`src/rtl/dram_arbiter.sv`:
```
// ---------------------------------------------------------------------------
// dram_arbiter
//   Shares the single-port data DRAM driver between two requesters:
//   M0 (CPU load/store) and M1 (trace/debug loader). Requests are
//   round-robin arbitrated in IDLE or RESP. The winner's command is
//   registered, driven to the DRAM driver for one ACCESS cycle, and the
//   read word is returned to the owner in the following RESP cycle.
//   Throughput: one access every two cycles.
//
// Optional feature macro: DRAM_ARB_ERR_EN
//   defined   : misaligned commands are not written. They return
//               rvalid with rdata=0 and mN_err=1.
//   undefined : no check is made, and mN_err is tied to 0.
//
// Ports
//   clk, rst_n                      clock, async active-low reset
//   mN_req/we/addr/wdata/mask       requester N command (held until gnt)
//   mN_gnt                          1-cycle pulse in the ACCESS cycle
//   mN_rvalid/rdata/err             1-cycle response in the RESP cycle
//   dram_addr/wdata/mask/wen        driver command (wen only in ACCESS)
//   dram_rdata                      driver read data, same cycle
//   busy                            high in ACCESS or RESP
// ---------------------------------------------------------------------------
module dram_arbiter #(
  parameter int ADDR_W = 18,
  parameter int DATA_W = 32
) (
  input  logic              clk,
  input  logic              rst_n,
  input  logic              m0_req,
  input  logic              m0_we,
  input  logic [ADDR_W-1:0] m0_addr,
  input  logic [DATA_W-1:0] m0_wdata,
  input  logic [1:0]        m0_mask,
  output logic              m0_gnt,
  output logic              m0_rvalid,
  output logic [DATA_W-1:0] m0_rdata,
  output logic              m0_err,
  input  logic              m1_req,
  input  logic              m1_we,
  input  logic [ADDR_W-1:0] m1_addr,
  input  logic [DATA_W-1:0] m1_wdata,
  input  logic [1:0]        m1_mask,
  output logic              m1_gnt,
  output logic              m1_rvalid,
  output logic [DATA_W-1:0] m1_rdata,
  output logic              m1_err,
  output logic [ADDR_W-1:0] dram_addr,
  output logic [DATA_W-1:0] dram_wdata,
  output logic [1:0]        dram_mask,
  output logic              dram_wen,
  input  logic [DATA_W-1:0] dram_rdata,
  output logic              busy
);

  typedef enum logic [1:0] {IDLE, ACCESS, RESP} state_t;

  state_t            state;
  logic              rr_last;   // requester granted most recently
  logic              owner;     // requester that owns the current access
  logic              mis_q;     // current command is misaligned
  logic [ADDR_W-1:0] addr_q;
  logic [DATA_W-1:0] wdata_q;
  logic [1:0]        mask_q;
  logic [1:0]        gnt_q;
  logic [1:0]        rvalid_q;
  logic [DATA_W-1:0] rdata0_q;
  logic [DATA_W-1:0] rdata1_q;

  // Winner selection and the winner's command.
  logic              any_req;
  logic              win;
  logic              win_we;
  logic [ADDR_W-1:0] win_addr;
  logic [DATA_W-1:0] win_wdata;
  logic [1:0]        win_mask;
  logic              win_mis;

  always_comb begin
    // NOTE: every signal gets a value before any conditional logic, so no
    // path can leave one unassigned and infer a latch.
    any_req   = m0_req | m1_req;
    // On a tie, the requester that did not win last time goes next.
    win       = (m0_req & m1_req) ? ~rr_last : m1_req;
    win_we    = win ? m1_we    : m0_we;
    win_addr  = win ? m1_addr  : m0_addr;
    win_wdata = win ? m1_wdata : m0_wdata;
    win_mask  = win ? m1_mask  : m0_mask;
    win_mis   = 1'b0;
`ifdef DRAM_ARB_ERR_EN
    win_mis   = ((win_mask == 2'b01) && win_addr[0])
              || ((win_mask == 2'b10) && (win_addr[1:0] != 2'b00))
              || (win_mask == 2'b11);
`endif
  end

`ifdef DRAM_ARB_ERR_EN
  logic [1:0] err_q;
  assign m0_err = err_q[0];
  assign m1_err = err_q[1];
`else
  assign m0_err = 1'b0;
  assign m1_err = 1'b0;
`endif

  // The driver sees the command registers directly. Between accesses they
  // keep the last command, and only dram_wen is forced low.
  assign dram_addr  = addr_q;
  assign dram_wdata = wdata_q;
  assign dram_mask  = mask_q;
  assign m0_gnt     = gnt_q[0];
  assign m1_gnt     = gnt_q[1];
  assign m0_rvalid  = rvalid_q[0];
  assign m1_rvalid  = rvalid_q[1];
  assign m0_rdata   = rdata0_q;
  assign m1_rdata   = rdata1_q;

  // NOTE: all state here uses non-blocking assignments. Every register then
  // sees the values from before the edge, whatever the statement order.
  always_ff @(posedge clk or negedge rst_n) begin
    if (!rst_n) begin
      state    <= IDLE;
      rr_last  <= 1'b1;        // M0 wins the first tie
      owner    <= 1'b0;
      mis_q    <= 1'b0;
      addr_q   <= '0;
      wdata_q  <= '0;
      mask_q   <= '0;
      gnt_q    <= '0;
      rvalid_q <= '0;
      rdata0_q <= '0;
      rdata1_q <= '0;
      dram_wen <= 1'b0;
      busy     <= 1'b0;
`ifdef DRAM_ARB_ERR_EN
      err_q    <= '0;
`endif
    end else begin
      // Pulse outputs are high for a single cycle only.
      gnt_q    <= '0;
      rvalid_q <= '0;
      dram_wen <= 1'b0;
`ifdef DRAM_ARB_ERR_EN
      err_q    <= '0;
`endif
      unique case (state)
        IDLE, RESP: begin
          // RESP also arbitrates, which gives back-to-back accesses.
          if (any_req) begin
            state        <= ACCESS;
            busy         <= 1'b1;
            owner        <= win;
            rr_last      <= win;
            addr_q       <= win_addr;
            wdata_q      <= win_wdata;
            mask_q       <= win_mask;
            mis_q        <= win_mis;
            gnt_q[win]   <= 1'b1;
            dram_wen     <= win_we & ~win_mis;
          end else begin
            state        <= IDLE;
            busy         <= 1'b0;
          end
        end
        ACCESS: begin
          // Sample the word as read. For stores this is the pre-store word.
          state           <= RESP;
          busy            <= 1'b1;
          rvalid_q[owner] <= 1'b1;
          if (owner) rdata1_q <= mis_q ? '0 : dram_rdata;
          else       rdata0_q <= mis_q ? '0 : dram_rdata;
`ifdef DRAM_ARB_ERR_EN
          err_q[owner]    <= mis_q;
`endif
        end
        default: begin
          state <= IDLE;
          busy  <= 1'b0;
        end
      endcase
    end
  end

endmodule

```
`config.mk`:
```
export PLATFORM = sky130hd
export DESIGN_NAME = dram_arbiter
export DESIGN_NICKNAME = d
export VERILOG_FILES = /design/src/rtl/dram_arbiter.sv
export SDC_FILE = /design/constraint.sdc
export NUM_CORES = 1
export LEC_CHECK = 0
export ABC_CLOCK_PERIOD_IN_PS = 1270
export CAP_MARGIN = 10
export CORE_MARGIN = 2
export CORE_UTILIZATION = 35
export CTS_CLUSTER_SIZE = 24
export DETAILED_ROUTE_END_ITERATION = 8
export PLACE_DENSITY = 0.79
export SYNTH_ARGS = -nofsm -noshare
export SYNTH_HDL_FRONTEND = slang
export SYNTH_SLANG_ARGS = --single-unit
export TNS_END_PERCENT = 1
```
`constraint.sdc`:
```
create_clock -name clk -period 1.27 [get_ports clk]
set_input_delay 0.1905 -clock clk [delete_from_list [all_inputs] [get_ports clk]]
set_output_delay 0.1905 -clock clk [all_outputs]
set_load 0.03 [all_outputs]
```
After elaboration in Yosys (flattened, before gate mapping)
Cells that the tools add are included.

Register bits after elaboration: 126. Input bits: 142. Word-level logic and storage cells: 47. Output and inout bits: 124.

Equality and inequality tests: 2. Bitwise gates (word level): 4. Reduce and logical (&&, ||, !) cells: 7. Order comparisons: 4. Mux-type cells: 18.

Operators by type and width (count): $mux 32 (1); $mux 18 (1); $mux 1 (8); $mux 2 (4); $reduce_and 2->1 (3); $lt 1x2->1 const B (2); $pmux 2 s2 (1); $demux 1 s1 (2); $eq 2x1->1 const B (1); $eq 2x2->1 const B (1); $ge 1x1->1 const B (2); $logic_and 1x1->1 (2); $logic_not 2->1 (1); $not 1->1 (2); $pmux 1 s2 (1); $reduce_or 2->1 (1); $and 1x1->1 (1); $or 1x1->1 (1).

Longest topological paths before layout
Gate-level depths: netlist of the first run.

Depth after elaboration: 8. Depth in mapped cells: 5. Gate-level depth less buffers: 4.

Least setup slack after synthesis of the first run
No wires, ideal clock.

Path kind: register -> register. Start point: register state[1]. End point: register rdata0_q[10], in the netlist m0_rdata[10]. Buffers on the path: 1. Arrival: 1.189 ns. Setup slack: -0.044 ns. Cell stages (with the launch flop): 5. Library setup time: 0.125 ns. Path through: dfrtp_1 > nand2b_2 > nor2_4 > buf_4 > mux2_2.

Cells in the longest elaborated chain, start to end: 2.

Ends and longest elaborated chain: from (decl) (RTL line 58) `state_t state;`; from (signal assigned) (RTL line 122) `state <= IDLE;`; from (signal assigned) (RTL line 150) `state <= ACCESS;`; from (signal assigned) (RTL line 161) `state <= IDLE;`; $eq 2x1->1 (RTL line 146) `unique case (state)`; $reduce_and 2->1 (no line); to (signal assigned) (RTL line 171) `else rdata0_q <= mis_q ? '0 : dram_rdata;`; to (decl) (RTL line 67) `logic [DATA_W-1:0] rdata0_q;`.

Every way passes these cells. A chain may end at the register's enable or synchronous reset.

Worst setup path after layout of the first run
Start point: register state[0]. End point: register addr_q[3], in the netlist dram_addr[3].

Cells in the longest elaborated chain, start to end: 3.

Ends and longest elaborated chain: $eq 2x2->1 / $logic_not 2->1 (equally long branches) (RTL line 146); $reduce_or 2->1 * (RTL line 146); $reduce_and 2->1 (no line) *; to (signal assigned) (RTL line 154) `addr_q <= win_addr;`; to (decl) (RTL line 62) `logic [ADDR_W-1:0] addr_q;`.

Mark *: on every way between the ends. The rest lies on a longest branch, timed or not.

==> results of run 1 <==
-- kinds of logic after synthesis --
family	Yosys count	share of synthesized area, %
AO/OA/AOI/OAI	77	10.4
buffers and inverters	37	4.05
flip-flops	126	60.4
multiplexers	64	15.9
other	1	0.0718
AND/OR/NAND/NOR	112	9.25
-- final cells by class --
type	instances	area, um^2
Multi-Input combinational cell	255	1950
Tap cell	184	230
Sequential cell	126	3150
Clock inverter	7	87.6
Inverter	4	17.5
Timing Repair Buffer	293	3200
Fill cell	1069	5420
Clock buffer	24	472
-- per-stage QoR --
| step | hold slack (ps) | TNS [ps] |
|---|---|---|
| 6_report | 217 | -5640 |
| 4_1_cts | 209 | -7680 |
| 3_5_place_dp | 104 | -19330 |
| 3_3_place_gp | 96.0 | -15320 |
| 2_1_floorplan | -105 | -248 |
| 5_1_grt | 227 | -17030 |
-- final timing paths --
kind,startpoint,to,slack [ps]
min reg2reg,dram_wdata[11]$_DFFE_PN0P_,dram_wdata[11]$_DFFE_PN0P_,490
max in group asynchronous,rst_n,rr_last$_DFFE_PN1P_,490
min in group clk,m0_mask[0],dram_mask[0]$_DFFE_PN0P_,330
min,rst_n,m0_rdata[24]$_DFFE_PN0P_,220
max reg2reg,state[0]$_DFF_PN0_,dram_addr[3]$_DFFE_PN0P_,-90
max,state[0]$_DFF_PN0_,dram_addr[3]$_DFFE_PN0P_,-90
-- state kept, by name (all words and copies together), names as in the netlist, 2 cells and up --
name	flops
dram_mask	2
dram_wdata	32
m1_rdata	32
gnt_q	2
m0_rdata	32
dram_addr	18
rvalid_q	2
state	2
-- repair_timing --
action	in CTS	in global routing
setup endpoints to repair	230	229
hold buffers	1	0
buffers inserted	1	0
resized for setup	354	11
cloned	1	1
hold endpoints to repair	64	0
-- critical path: stages, from the launching register on --
cell and delay (ps):
dfrtp_1 400, buf_4 150, o21bai_4 200, buf_12 190
a32oi_1 190, nand2_1 90
-- per-layer routing --
layer  routed length, um  vias to the layer above
li1                    -                     2047
met1                6290                     2206
met2                8000                      193
met3                1390                       22
met4                 282                        0
met5                   0                        -
-- synth_stat cells, drive strengths merged --
master | n | area, um^2
conb | 1 | 3.75
a21boi | 1 | 18.8
nor2 | 21 | 86.3
o21bai | 1 | 11.3
clkinv | 1 | 3.75
clkbuf | 6 | 22.5
inv | 3 | 11.3
nand2b | 1 | 8.76
a32oi | 34 | 298
nand2 | 56 | 218
a31oi | 1 | 6.26
buf | 27 | 174
a21bo | 1 | 10.0
a21oi | 38 | 190
dfstp | 1 | 26.3
a21o | 1 | 7.51
dfrtp | 125 | 3130
mux2 | 64 | 830
nand3 | 34 | 170
-- power by group --
| group | leakage (nW) | internal [mW] | total (mW) | switching (mW) |
|---|---|---|---|---|
| combinational | 2.23 | 4.03 | 8.78 | 4.75 |
| sequential | 1.49 | 5.44 | 6.32 | 0.888 |
| clock | 0.274 | 2.97 | 4.63 | 1.66 |
==> results.md, run 1 <==
- Layout cells sized above 1: 37.0%
- GR Layer Usage met2: 34.0%
- Die area: 15,900 um^2
- Nets: 839
- Critical Path AT: 1650 ps
- Finished Layout Cells: 893
- Worst Setup End Kind: flop
- Clock sink count: 126
- Initial core utilization: 35.9%
- Maximum clock rate: 734 MHz
- Fin. Hold Viols: 0
- CTS tree: yes
- Busiest layer in global routing: met2
- Worst-skew pair later-pin latency: 410 ps
- Final Cycle Share: 107%
- CP Class: flop to flop
- CP Max Fanout: 34
- All-Layer GR Usage: 20.0%
- GR Util met3: 8.11%
- DP Wirelength: 11,300 um
- WP data required: 1550 ps
- Initial antenna violation count: 0
- Failing checks: setup timing
- Die Y: 126 um
- Final GP Congestion: 0.859
- Pwr/cell area: 2160 nW/um^2
- Via count: 4,468
- Yosys warns: 0
- Syn avg cell area: 12.5 um^2
- Placed insts: 858
- Largest net degree at the start of global routing: 46
- CTS clk-pin slew, worst paths: 50 ps
- GR Layer Usage met1: 23.2%
- Drt total wl: 16,000 um
- DR WL/cell: 17.9 um
- Most frequent cells in the layout: clkdlybuf4s50_1, dfrtp_1, clkdlybuf4s15_2
- Vias/cell: 5.00
- H-Tree Depth: 4
- Seq/Total Area, Yosys: 60.4%
- Hold WC Path Type: input port to asynchronous set/reset pin
- Final setup violation count: 126
- Static Leak: 3.99 nW
- PnR Total Power: 19.7 mW
- Clk buf depth: 2
- Placed inst area: 8270 um^2
- CP startpoint kind: flop
- Worst Skew: 6.03 ps
- Synth Register Bits: 126
- Gate Count Post-Synth: 417
- Number of routed nets with antenna violations: 0
- Diode count: 0
- Slew Limit Fails: 0
- Min Tclk post-route: 1360 ps
- I/O Buffers: 263
- Commonest non-fill, non-tap cell in the layout: clkdlybuf4s50_1
- Total grt overflow: 0
- Synth cell types: 26
- DR iter-0 viols: 160
- Max Cap Violations: 0
- Post-Place Worst Slack: -335 ps
- First-pass GRT wire length: 25,200 um
- Core area: 14,500 um^2
- Vias in the first global route: 4,751
- Finished Cell Area: 9120 um^2
- DRT Pass-1 Iters: 4
- Synth-to-layout area growth: 74.5%
- Clock root buffer: clkbuf_16
- Reg2Reg Depth: 5
- Status: finished with violations
- Mapped Area: 5220 um^2
- Core Util, Final: 62.7%
- Ports: 266
- Row count: 44
- RSZ-0062 raised after global routing: true
- Setup ws final: -91.7 ps
- TritonCTS Buffers: 17
- # DRC: 0
- Max IR drop VDD: 1410 uV
- Chip Width: 126 um
(Power assumes the default switching activity.)
==> run 2, diff against run 1 <==
CORE_ASPECT_RATIO = 1.2   (was default)
==> run 2 against run 1 <==
Effect of this change: the flow still finishes with violations (setup timing); cell count is 2.6% higher; clock skew up 0.98 ps; register-to-register slack lost 40 ps; total power grew 3.2%; worst setup slack got worse by 38 ps; largest cell class unchanged; wire length up 15%; critical endpoint is now dram_addr[17]$_DFFE_PN0P_; critical path type unchanged; sequential cell count stayed put.
==> results.md, run 2 (synthesis results as in run 1) <==
- Drt total wl: 18,300 um (+15%)
- Fin. Hold Viols: 0 (unchanged)
- Final Cycle Share: 110% (+3.0 points)
- Core area: 14,500 um^2 (-0.41%)
- Cell Chain, Critical Path: buf_4 > o21bai_4 > clkinv_4 > clkbuf_16 > nor2_1 > a21oi_1
- Max IR drop VDD: 1520 uV (+7.1%)
- Placed inst area: 8320 um^2 (+0.67%)
- Storage element area: 3160 um^2 (about the same)
- DR iter-0 viols: 436 (+170%)
- Slowest CP cell: dfrtp_1
- Vias/cell: 5.00 (-0.11%)
- Die Y: 138 um (+9.2%)
- Via count: 4,578 (+2.5%)
- Pwr/cell area: 2150 nW/um^2 (-0.65%)
- Busiest layer in global routing: met2
- Critical Path AT: 1680 ps (+30 ps)
- Min Tclk post-route: 1400 ps (+38.5 ps)
- GR Layer Usage met1: 23.6% (+0.43 points)
- CP Class: flop to flop
- Vias in the first global route: 4,857 (+2.2%)
- Finished Cell Area: 9470 um^2 (+3.8%)
- Slowest Stage Delay on Critical Path: 340 ps (-60 ps)
- Diode count: 0 (unchanged)
- Static Leak: 4.19 nW (+4.8%)
- Maximum clock rate: 714 MHz (-2.7%)
- I/O Buffers: 263 (unchanged)
- Largest net degree at the start of global routing: 40 (-13%)
- Worst Setup End Kind: flop
- Multi-input logic area: 2020 um^2 (+3.5%)
- Total grt overflow: 0 (unchanged)
- Worst Skew: 7.01 ps (+0.980 ps)
- Hold WC Path Type: input port to flop
- Initial core utilization: 36.1% (+0.15 points)
- Failing checks: setup timing
- CTS tree: yes
- Setup ws final: -130 ps (-38.5 ps)
- Layout cells sized above 1: 38.4% (+1.5 points)
- Ports: 266 (unchanged)
- CTS clk-pin slew, worst paths: 50 ps (about the same)
- Final setup TNS: -9810 ps (-4170 ps)
- Chip Width: 116 um (-8.4%)
- Die area: 15,900 um^2 (about the same)
- CP delay by family, top: buffers and inverters
- DR WL/cell: 20.0 um (+12%)
- DP Wirelength: 12,000 um (+6.3%)
- Row count: 48 (+9.1%)
- Initial antenna violation count: 1 (+1)
- H-Tree Depth: 4 (unchanged)
- Worst-skew pair later-pin latency: 410 ps (about the same)
- DRT Pass-1 Iters: 4 (unchanged)
- Final GP Congestion: 0.837 (-2.6%)
- Slew Limit Fails: 0 (unchanged)
- All-Layer GR Usage: 20.9% (+0.90 points)
- Clock root buffer: clkbuf_16
- CP Max Fanout: 15 (-56%)
- Commonest non-fill, non-tap cell in the layout: clkdlybuf4s50_1
- # fillers: 1,018 (-4.8%)
- RSZ-0062 raised after global routing: true
- GR Layer Usage met2: 34.6% (+0.60 points)
- Clk buf depth: 2 (unchanged)
- # DRC: 0 (unchanged)
- Nets: 846 (+0.83%)
- Final setup violation count: 144 (+14%)
- First-pass GRT wire length: 25,400 um (+1.1%)
- Synth-to-layout area growth: 81.2%
- Status: finished with violations
- Number of routed nets with antenna violations: 0 (unchanged)
- WP data required: 1550 ps (about the same)
- CP startpoint kind: flop
- GR Util met3: 7.66% (-0.46 points)
- Most frequent cells in the layout: clkdlybuf4s50_1, dfrtp_1, clkdlybuf4s15_2
- TritonCTS Buffers: 17 (unchanged)
- Worst Path Buf+Inv: 3 (+1)
- Clock sink count: 126 (unchanged)
- Max Cap Violations: 0 (unchanged)
- Hold slack final: 213 ps (-3.77 ps)
==> run 2: worst register-to-register path, delay by kind of cell (launching register included) <==
family	cells	cell delay, ps
compound gates	2	240
buf+inv	3	570
flops	1	340
simple gates	1	120
==> run 2: timing repair <==
action                                  in CTS  in global routing
gates cloned                                 0                 10
endpoints found under the setup margin     219                222
pin swaps                                    0                  3
resized for setup                          334                 40
buffers inserted                             0                  2
endpoints found under the hold margin       25                  0
hold buffers                                 1                  0
==> run 2: path summary, 6_finish.rpt <==
check | endpoint | slack (ps) | startpoint | depth (start not counted)
max | dram_addr[17]$_DFFE_PN0P_ | -130 | state[0]$_DFF_PN0_ | 6
min | rr_last$_DFFE_PN1P_ | 210 | m0_req | 2
max reg2reg | dram_addr[17]$_DFFE_PN0P_ | -130 | state[0]$_DFF_PN0_ | 6
min reg2reg | dram_addr[12]$_DFFE_PN0P_ | 490 | dram_addr[12]$_DFFE_PN0P_ | 2
max in group asynchronous | rr_last$_DFFE_PN1P_ | 480 | rst_n | 3
min in group asynchronous | m0_rdata[14]$_DFFE_PN0P_ | 220 | rst_n | 2
==> run 2: routing by layer <==
layer  wire, um  share of wire (%)  up-vias
met5         16              0.087        -
met4        663                3.6        2
met3       1720                9.4       54
met2       9130                 50      256
met1       6770                 37     2211
li1           -                  -     2055
==> run 2: metrics by stage <==
step	power [mW]	setup slack (ps)	util, %	std cells
after global placement	15.2	-309	57.5	872
after CTS	20.0	-113	62.7	904
after floorplan	11.1	-9.90	-	418
after detailed placement	15.4	-377	57.5	872
final	20.4	-130	65.4	916
after global routing	21.3	-182	65.4	916
==> run 2: final cells by class <==
cell class	instances	share of cell area [%]
sequential	126	33.3
multi-input combinational	255	21.4
tap	200	2.64
clock inverter	6	0.872
timing repair buffer	300	36.3
inverter	4	0.211
clock buffer	25	5.23
==> run 2: power by group <==
group | switching [mW] | internal (mW)
Combinational | 4.91 | 4.32
Sequential | 0.958 | 5.44
Clock | 1.65 | 3.08
Total | 7.52 | 12.8
